## src/rtl/regfile_pipe_pkg.sv

```systemverilog
// rtl/regfile_pipe_pkg.sv - shared default widths and program-counter index for the register file
package regfile_pipe_pkg;
  localparam int DEF_DATA_W = 16;
  localparam int DEF_ADDR_W = 3;
  localparam int DEF_PC_IDX = 7;
endpackage

```

## src/rtl/regfile_scoreboard.sv

```systemverilog
// rtl/regfile_scoreboard.sv - per-register pending-writer bits and sticky double-claim error
module regfile_scoreboard
  import regfile_pipe_pkg::*;
#(
  parameter int ADDR_W = DEF_ADDR_W,
  parameter bit BYPASS = 1'b1
) (
  input  logic              clk,
  input  logic              reset,
  input  logic              wr_en,
  input  logic [ADDR_W-1:0] wr_addr,
  input  logic              claim_en,
  input  logic [ADDR_W-1:0] claim_addr,
  input  logic [ADDR_W-1:0] rd_addr1,
  input  logic [ADDR_W-1:0] rd_addr2,
  output logic              rd_busy1,
  output logic              rd_busy2,
  output logic              claim_err
);
  localparam int NREGS = 2 ** ADDR_W;

  logic [NREGS-1:0] busy;
  logic [NREGS-1:0] busy_next;
  logic [NREGS-1:0] clr_now;
  logic             err_set;

  // A claim in the same cycle as a write to that register wins, so it is not a clear.
  always_comb begin
    clr_now   = '0;
    busy_next = busy;
    for (int i = 0; i < NREGS; i++) begin
      clr_now[i] = wr_en && (wr_addr == ADDR_W'(i)) && !(claim_en && (claim_addr == ADDR_W'(i)));
      if (claim_en && (claim_addr == ADDR_W'(i)))
        busy_next[i] = 1'b1;
      else if (wr_en && (wr_addr == ADDR_W'(i)))
        busy_next[i] = 1'b0;
    end
  end

  assign err_set = claim_en && busy[claim_addr] && !(wr_en && (wr_addr == claim_addr));

  always_ff @(posedge clk or negedge reset) begin
    if (!reset) begin
      busy      <= '0;
      claim_err <= 1'b0;
    end else begin
      busy <= busy_next;
      if (err_set)
        claim_err <= 1'b1;
    end
  end

  assign rd_busy1 = busy[rd_addr1] && !(BYPASS && clr_now[rd_addr1]);
  assign rd_busy2 = busy[rd_addr2] && !(BYPASS && clr_now[rd_addr2]);
endmodule

```

## src/rtl/regfile_pipe.sv

```systemverilog
// rtl/regfile_pipe.sv - two-read one-write register file with dedicated PC register and issue scoreboard
module regfile_pipe
  import regfile_pipe_pkg::*;
#(
  parameter int DATA_W   = DEF_DATA_W,
  parameter int ADDR_W   = DEF_ADDR_W,
  parameter int PC_IDX   = DEF_PC_IDX,
  parameter int RESET_PC = 0,
  parameter bit BYPASS   = 1'b1
) (
  input  logic              clk,
  input  logic              reset,
  input  logic [ADDR_W-1:0] rd_addr1,
  input  logic [ADDR_W-1:0] rd_addr2,
  output logic [DATA_W-1:0] rd_data1,
  output logic [DATA_W-1:0] rd_data2,
  output logic              rd_busy1,
  output logic              rd_busy2,
  input  logic              wr_en,
  input  logic [ADDR_W-1:0] wr_addr,
  input  logic [DATA_W-1:0] wr_data,
  input  logic              pc_wr,
  input  logic [DATA_W-1:0] pc_data,
  input  logic              pc_inc,
  output logic [DATA_W-1:0] pc_out,
  input  logic              claim_en,
  input  logic [ADDR_W-1:0] claim_addr,
  output logic              claim_err
);
  localparam int                NREGS  = 2 ** ADDR_W;
  localparam logic [ADDR_W-1:0] PC_A   = ADDR_W'(PC_IDX);
  localparam logic [DATA_W-1:0] RST_PC = DATA_W'(RESET_PC);

  logic [DATA_W-1:0] regs [NREGS];
  logic [DATA_W-1:0] pc_next;
  logic              wr_pc;

  assign wr_pc = wr_en && (wr_addr == PC_A);

  always_comb begin
    pc_next = regs[PC_IDX];
    if (wr_pc)
      pc_next = wr_data;
    else if (pc_wr)
      pc_next = pc_data;
    else if (pc_inc)
      pc_next = regs[PC_IDX] + DATA_W'(1);
  end

  always_ff @(posedge clk or negedge reset) begin
    if (!reset) begin
      for (int i = 0; i < NREGS; i++)
        regs[i] <= (i == PC_IDX) ? RST_PC : '0;
    end else begin
      for (int i = 0; i < NREGS; i++) begin
        if (i == PC_IDX)
          regs[i] <= pc_next;
        else if (wr_en && (wr_addr == ADDR_W'(i)))
          regs[i] <= wr_data;
      end
    end
  end

  // Only the general write and the PC load are forwarded; an increment shows next cycle.
  always_comb begin
    rd_data1 = regs[rd_addr1];
    if (BYPASS && wr_en && (wr_addr == rd_addr1))
      rd_data1 = wr_data;
    else if (BYPASS && pc_wr && (rd_addr1 == PC_A))
      rd_data1 = pc_data;
  end

  always_comb begin
    rd_data2 = regs[rd_addr2];
    if (BYPASS && wr_en && (wr_addr == rd_addr2))
      rd_data2 = wr_data;
    else if (BYPASS && pc_wr && (rd_addr2 == PC_A))
      rd_data2 = pc_data;
  end

  assign pc_out = regs[PC_IDX];

  regfile_scoreboard #(
    .ADDR_W (ADDR_W),
    .BYPASS (BYPASS)
  ) u_scoreboard (
    .clk        (clk),
    .reset      (reset),
    .wr_en      (wr_en),
    .wr_addr    (wr_addr),
    .claim_en   (claim_en),
    .claim_addr (claim_addr),
    .rd_addr1   (rd_addr1),
    .rd_addr2   (rd_addr2),
    .rd_busy1   (rd_busy1),
    .rd_busy2   (rd_busy2),
    .claim_err  (claim_err)
  );
endmodule

```

## config.mk

```make
export PLATFORM = sky130hd
export DESIGN_NAME = regfile_pipe
export DESIGN_NICKNAME = d
export VERILOG_FILES = /design/src/rtl/regfile_pipe_pkg.sv /design/src/rtl/regfile_scoreboard.sv /design/src/rtl/regfile_pipe.sv
export SDC_FILE = /design/constraint.sdc
export NUM_CORES = 1
export LEC_CHECK = 0
export BUFFER_PORTS_ARGS = -buffer_cell sky130_fd_sc_hd__buf_2
export CAP_MARGIN = 30
export CORE_AREA = 8 8 132 134
export CTS_CLUSTER_DIAMETER = 120
export DETAILED_ROUTE_END_ITERATION = 12
export DIE_AREA = 0 0 140 142
export PLACE_DENSITY = 0.88
export SYNTH_ARGS = -nofsm -noshare
export SYNTH_HDL_FRONTEND = slang
export SYNTH_HIERARCHICAL = 1
export SYNTH_SLANG_ARGS = --single-unit
export TNS_END_PERCENT = 30
```

## constraint.sdc

```tcl
create_clock -name clk -period 2.35 [get_ports clk]
set_input_delay 0.47 -clock clk [delete_from_list [all_inputs] [get_ports clk]]
set_output_delay 0.47 -clock clk [all_outputs]
set_load 0.005 [all_outputs]
```

==> impl_metrics.json, run 1 <==
{
  "outcome": "finished, violations left",
  "violations": "negative setup slack",
  "io_buffers": 100,
  "antenna_found_initial": 3,
  "hpwl_mm": 18.01,
  "synth_area_leader_cell": "dfrtp_1",
  "path_common_cell": "o21ai_1",
  "drt_iter0_drc": 1101,
  "ys_seq_area_share_pct": 37.82,
  "cp.arrival_ps": 2120,
  "synthFlopType": "dfrtp_1",
  "hold_buffers": 0,
  "p_clk_share_pct": 31.1,
  "io_pins": 101,
  "clkTransAtPathRegs_ps": 60,
  "fp-row-count": 46,
  "cts.sinks": 137,
  "slew_headroom_pct": 50.36,
  "worstPathMaxFanout": 6,
  "fmax_mhz": 385.6,
  "critPathMaxStageDelay_ps": 560,
  "yosysMostFrequentCell": "dfrtp_1",
  "synth_edf_count": 0,
  "routed_wl_mm": 31.51,
  "drive_gt1_share_pct": 47.12,
  "path_class": "reg2out",
  "required_ps": 1880,
  "drtAntennaViolNets": 0,
  "path_cells": "mux4_2 > mux2i_1 > nand2_1 > o21ai_1 > o21ai_1 > buf_2",
  "cp-end-kind": "primary output",
  "tritoncts": "yes",
  "num_vias": 8001,
  "ys_warn_count": 6,
  "cts_buffers": 17,
  "drv_slew": 0,
  "drc": 0,
  "wl_per_cell_um": 28.72,
  "period_needed_ps": 2593,
  "fp.dieH_um": 142,
  "irDropWorstVdd_uv": 604.6,
  "yosys-top-cells-count": "dfrtp_1, mux2_2, o21ai_0",
  "leakagePower_nw": 4.676,
  "skew_ps": 8.709,
  "seqPwrFrac_pct": 38.7,
  "tightest_slew_ps": 738.3,
  "firstDrtPassIters": 7,
  "synth.area.top_cells": "dfrtp_1, mux4_2, mux2_2",
  "powerDensity_nw_per_um2": 801.9,
  "dieArea_um2": 19880,
  "synthArstFlopShare_pct": 100.0,
  "synth_cell_type_count": 57,
  "combPwrFrac_pct": 30.3,
  "dp_cells": 1047,
  "place_area_um2": 9891,
  "hold_class": "in2async",
  "cpMaxStageDelayCell": "mux4_2",
  "post-route-period-util_pct": 110.4,
  "track_usage_pct": 31.67,
  "grt_pass1_wl_mm": 47.62,
  "cts_root_buffer": "clkbuf_16",
  "switching_power_mw": 2.780,
  "grt_pass1_vias": 8270,
  "synthToLayoutAreaGrowth_pct": 20.15,
  "p_sw_share_pct": 31.82,
  "clk-insertion-delay-late_ps": 440,
  "netlist_area_um2": 9065,
  "die_w_um": 140,
  "p_int_mw": 5.954,
  "start_kind": "flop",
  "final_area_um2": 10890,
  "core_um2": 15420,
  "syn_inst": 786,
  "place.gp.congestion": 0.9641,
  "holdWs_ps": 13.43,
  "instances_no_fill": 1097,
  "cap_violations": 0,
  "power_mw": 8.734,
  "final_nets": 944,
  "clockBufferDepth": 2,
  "rsz0062_at_grt": "true",
  "avgSynthCellArea_um2": 11.53,
  "final-hold-violation-count": 0,
  "synth_top_area_share_pct": 37.82,
  "grt.overflow.total": 0,
  "htree_levels": 4,
  "ys_ff_latch": 137,
  "timing.final.ws_setup_ps": -243.5,
  "start_util_pct": 58.77,
  "setup_viol": 26,
  "grt_max_degree": 67,
  "viasPerCell": 7.294,
  "synth_nets": 837
}
==> what timing repair did <==
item                       4_1_cts  5_1_grt
setup endpoints to repair       30       35
pin swaps                       11        6
resized for setup               60       49
buffers inserted                10        4
hold endpoints to repair         0        0
gates cloned                     5        0
==> cell families (layout without fill, tap and decap cells) <==
group / Yosys count / after routing / share of synthesized area (%)
and+or+nand+nor: 168 / 168 / 9.579
other: 0 / 1 / 0
xor gates and xnor gates: 20 / 20 / 1.932
buffers and inverters: 100 / 218 / 6.418
muxes: 221 / 221 / 35.49
AOI/OAI and AO/OA: 139 / 139 / 8.627
adders and majority gates: 1 / 1 / 0.1380
DFF: 137 / 137 / 37.82
==> power groups by stage <==
stage | Combinational (mW) | Clock (mW) | Sequential [mW]
floorplan | 1.64 | 0 | 3.14
global placement | 2.15 | 0 | 3.26
finish | 2.64 | 2.71 | 3.38
global route | 2.81 | 2.79 | 3.40
CTS | 2.44 | 2.68 | 3.29
detailed placement | 2.25 | 0 | 3.32
==> path summary, 6_finish.rpt <==
kind | cells past startpoint | end | start | slack [ps]
min in group clk | 2 | u_scoreboard/claim_err | claim_en | 330
min | 1 | regs[113] | reset | 10
max | 6 | rd_data2[7] | pc_out[7] | -240
min reg2reg | 1 | u_scoreboard/claim_err | u_scoreboard/claim_err | 480
max in group asynchronous | 2 | pc_out[7] | reset | 1570
max reg2reg | 6 | pc_out[13] | pc_out[2] | -10
==> final cells by class <==
| cell class | instances | area, µm² |
|---|---|---|
| multi-input combinational | 549 | 5160 |
| fill | 970 | 4533 |
| sequential | 137 | 3442 |
| timing repair buffer | 181 | 1441 |
| clock buffer | 22 | 484.2 |
| tap | 192 | 240.2 |
| clock inverter | 8 | 95.09 |
| inverter | 7 | 26.28 |
| antenna | 1 | 2.502 |
==> layout by cell type, fill, tap and decap left out, types with 9 or more instances in the layout <==
master     count
o21ai_0       37
buf_2         95
buf_12        17
mux2i_1       34
nand2_1       89
clkbuf_16     17
dfrtp_1      126
nand4_1       10
dfrtp_2       11
mux2_2       108
nor2_1        20
xor2_1        11
mux4_2        64
buf_4         61
nand3_1        9
a21oi_1       15
o21ai_1       49
==> worst max-delay path: cells and delay by family (launching register included) <==
family / cells / cell delay [ps]
flip-flops: 1 / 470
buffers and inverters: 1 / 130
multiplexers: 2 / 830
AO/OA/AOI/OAI: 2 / 160
AND/OR/NAND/NOR: 1 / 80
==> metrics by stage <==
step           utilization (%)  TNS, ps  worst slack [ps]
4_1_cts                  69.93   -819.0            -210.0
6_report                 70.61    -2216            -243.5
3_5_place_dp             64.12    -1093            -155.3
2_1_floorplan                -        0             237.7
5_1_grt                  70.61    -3622            -259.3
3_3_place_gp             64.12   -352.6            -87.79
==> per-layer routing <==
metal	GRT usage, %	part of all wire [%]
met2	49.76	46
met4	24.00	8.5
met5	0	0.076
met1	35.25	34
met3	11.07	12
==> flip-flops by register name, summed over array words and instances, names as in the netlist <==
register and flops:
regs 112, u_scoreboard/busy 8, u_scoreboard/claim_err 1, pc_out 16
Note: power is estimated with default switching activity, not from simulation.
==> run 2, diff against run 1 <==
--- a/config.mk
+++ b/config.mk
@@ -7,11 +7,11 @@
 export LEC_CHECK = 0
 export BUFFER_PORTS_ARGS = -buffer_cell sky130_fd_sc_hd__buf_2
 export CAP_MARGIN = 30
-export CORE_AREA = 8 8 132 134
+export CORE_AREA = 8 8 160 162
 export CTS_CLUSTER_DIAMETER = 120
 export DETAILED_ROUTE_END_ITERATION = 12
-export DIE_AREA = 0 0 140 142
-export PLACE_DENSITY = 0.88
+export DIE_AREA = 0 0 168 170
+export PLACE_DENSITY = 0.65
 export SYNTH_ARGS = -nofsm -noshare
 export SYNTH_HDL_FRONTEND = slang
 export SYNTH_HIERARCHICAL = 1
==> constraint.sdc (replaced) <==
create_clock -name clk -period 2.6 [get_ports clk]
set_input_delay 0.52 -clock clk [delete_from_list [all_inputs] [get_ports clk]]
set_output_delay 0.52 -clock clk [all_outputs]
set_load 0.005 [all_outputs]
==> impl_metrics.json, run 2 (same netlist as run 1, synthesis figures left out) <==
{
  "outcome": "finished, violations left",
  "violations": "negative setup slack",
  "timing.final.ws_setup_ps": -7.682,
  "critPathMaxStageDelay_ps": 460,
  "regMostFlops": "regs",
  "path_cells": "inv_2 > o21ai_2 > mux4_2 > mux2_4 > mux2_4 > buf_6",
  "num_vias": 6978,
  "fp.dieH_um": 170,
  "cp_num_buf_inv": 2,
  "irDropWorstVdd_uv": 457.2,
  "layout_commonest_cell": "dfrtp_1",
  "power_mw": 7.766,
  "clk-insertion-delay-late_ps": 430,
  "drt_iter0_drc": 665,
  "final_cell_mix": "dfrtp_1, mux2_2, buf_2",
  "grt_pass1_wl_mm": 41.03,
  "io_buffers": 100,
  "tritoncts": "yes",
  "cts_root_buffer": "clkbuf_16",
  "fmax_mhz": 383.5,
  "crit_start": "pc_out[14]",
  "die_w_um": 168,
  "clockBufferDepth": 2,
  "rsz0062_at_grt": "true",
  "post-route-util_pct": 46.84,
  "largest_register_ffs": 112,
  "place.gp.congestion": 0.8764,
  "place_area_um2": 9935,
  "tightest_slew_ps": 913.7,
  "r2r-start": "pc_out[2]",
  "crit_family": "multiplexers",
  "viasPerCell": 5.929,
  "fp-row-count": 56,
  "n_antenna_cell": 0,
  "start_util_pct": 39.32,
  "instances_no_fill": 1177,
  "place_ws_ps": -18.16,
  "antenna_found_initial": 0,
  "leakagePower_nw": 4.605,
  "hpwl_mm": 18.38,
  "path_class": "reg2out",
  "worstPathMaxFanout": 2,
  "start_kind": "flop",
  "drc": 0,
  "period_needed_ps": 2608,
  "wl_per_cell_um": 22.39,
  "core_um2": 23050,
  "firstDrtPassIters": 5,
  "htree_levels": 4,
  "hold_buffers": 0,
  "fillers": 2068,
  "drv_slew": 0,
  "post-route-period-util_pct": 100.3,
  "final_nets": 925,
  "required_ps": 2080,
  "dieArea_um2": 28560,
  "io_pins": 101,
  "cpMaxStageDelayCell": "mux4_2",
  "cap_violations": 0,
  "routed_wl_mm": 26.35,
  "cts_buffers": 17,
  "fin_setup_tns_ps": -7.682,
  "hold_class": "in2async",
  "synthToLayoutAreaGrowth_pct": 19.12,
  "grt_pass1_vias": 7116,
  "cp-end-kind": "primary output",
  "holdWs_ps": 92.04,
  "final-hold-violation-count": 0,
  "grt_max_degree": 65,
  "rrSetupSlack_ps": 550,
  "drive_gt1_share_pct": 43.18,
  "drtAntennaViolNets": 0,
  "final_area_um2": 10800,
  "clkTransAtPathRegs_ps": 60,
  "regArea_um2": 3432,
  "path_common_cell": "mux2_4",
  "powerDensity_nw_per_um2": 719.2,
  "cts.sinks": 137,
  "setup_viol": 1,
  "skew_ps": 8.438,
  "grt.overflow.total": 0,
  "track_usage_pct": 18.40,
  "dp_cells": 1134,
  "slew_headroom_pct": 38.86,
  "cp.arrival_ps": 2090,
  "multi_input_area_um2": 5072
}
-- run 2: cell count changes in the layout (fill, tap and decap cells not counted), sizes merged --
cell    delta
buf       -23
bufinv     +3
clkbuf     +1
diode      -1
inv        +2
-- run 2: area by class of cell --
type                       count  area share (%)
clock buffer                  19           4.102
clock inverter                13           2.005
inverter                       7          0.2433
multi-input combinational    549           46.98
sequential                   137           31.78
tap                          290           3.360
timing repair buffer         162           11.53
-- run 2: power by group --
group | leakage, nW | switching, mW | internal, mW | total, mW
sequential | 1.63 | 0.395 | 2.58 | 2.98
clock | 0.316 | 0.986 | 1.74 | 2.73
combinational | 2.66 | 0.856 | 1.21 | 2.06
-- run 2: metal layers --
| metal | GRT usage (%) | wire [µm] |
|---|---|---|
| met4 | 6.677 | 700 |
| met1 | 23.96 | 11190 |
| met5 | 0 | 0 |
| met3 | 4.240 | 1762 |
| met2 | 29.68 | 12690 |
-- run 2: repair_timing --
item,4_1_cts,5_1_grt
buffers inserted,1,5
resized for setup,10,12
pin swaps,1,2
gates cloned,0,5
endpoints found under the setup margin,3,23
-- run 2: final timing paths --
path	endpoint	cells after the start
worst max-delay path	rd_data1[14]	6
worst min-delay path	regs[39]	1
worst max register to register	pc_out[13]	5
worst min register to register	u_scoreboard/claim_err	1
max in group asynchronous	pc_out[14]	2
min in group clk	pc_out[0]	3
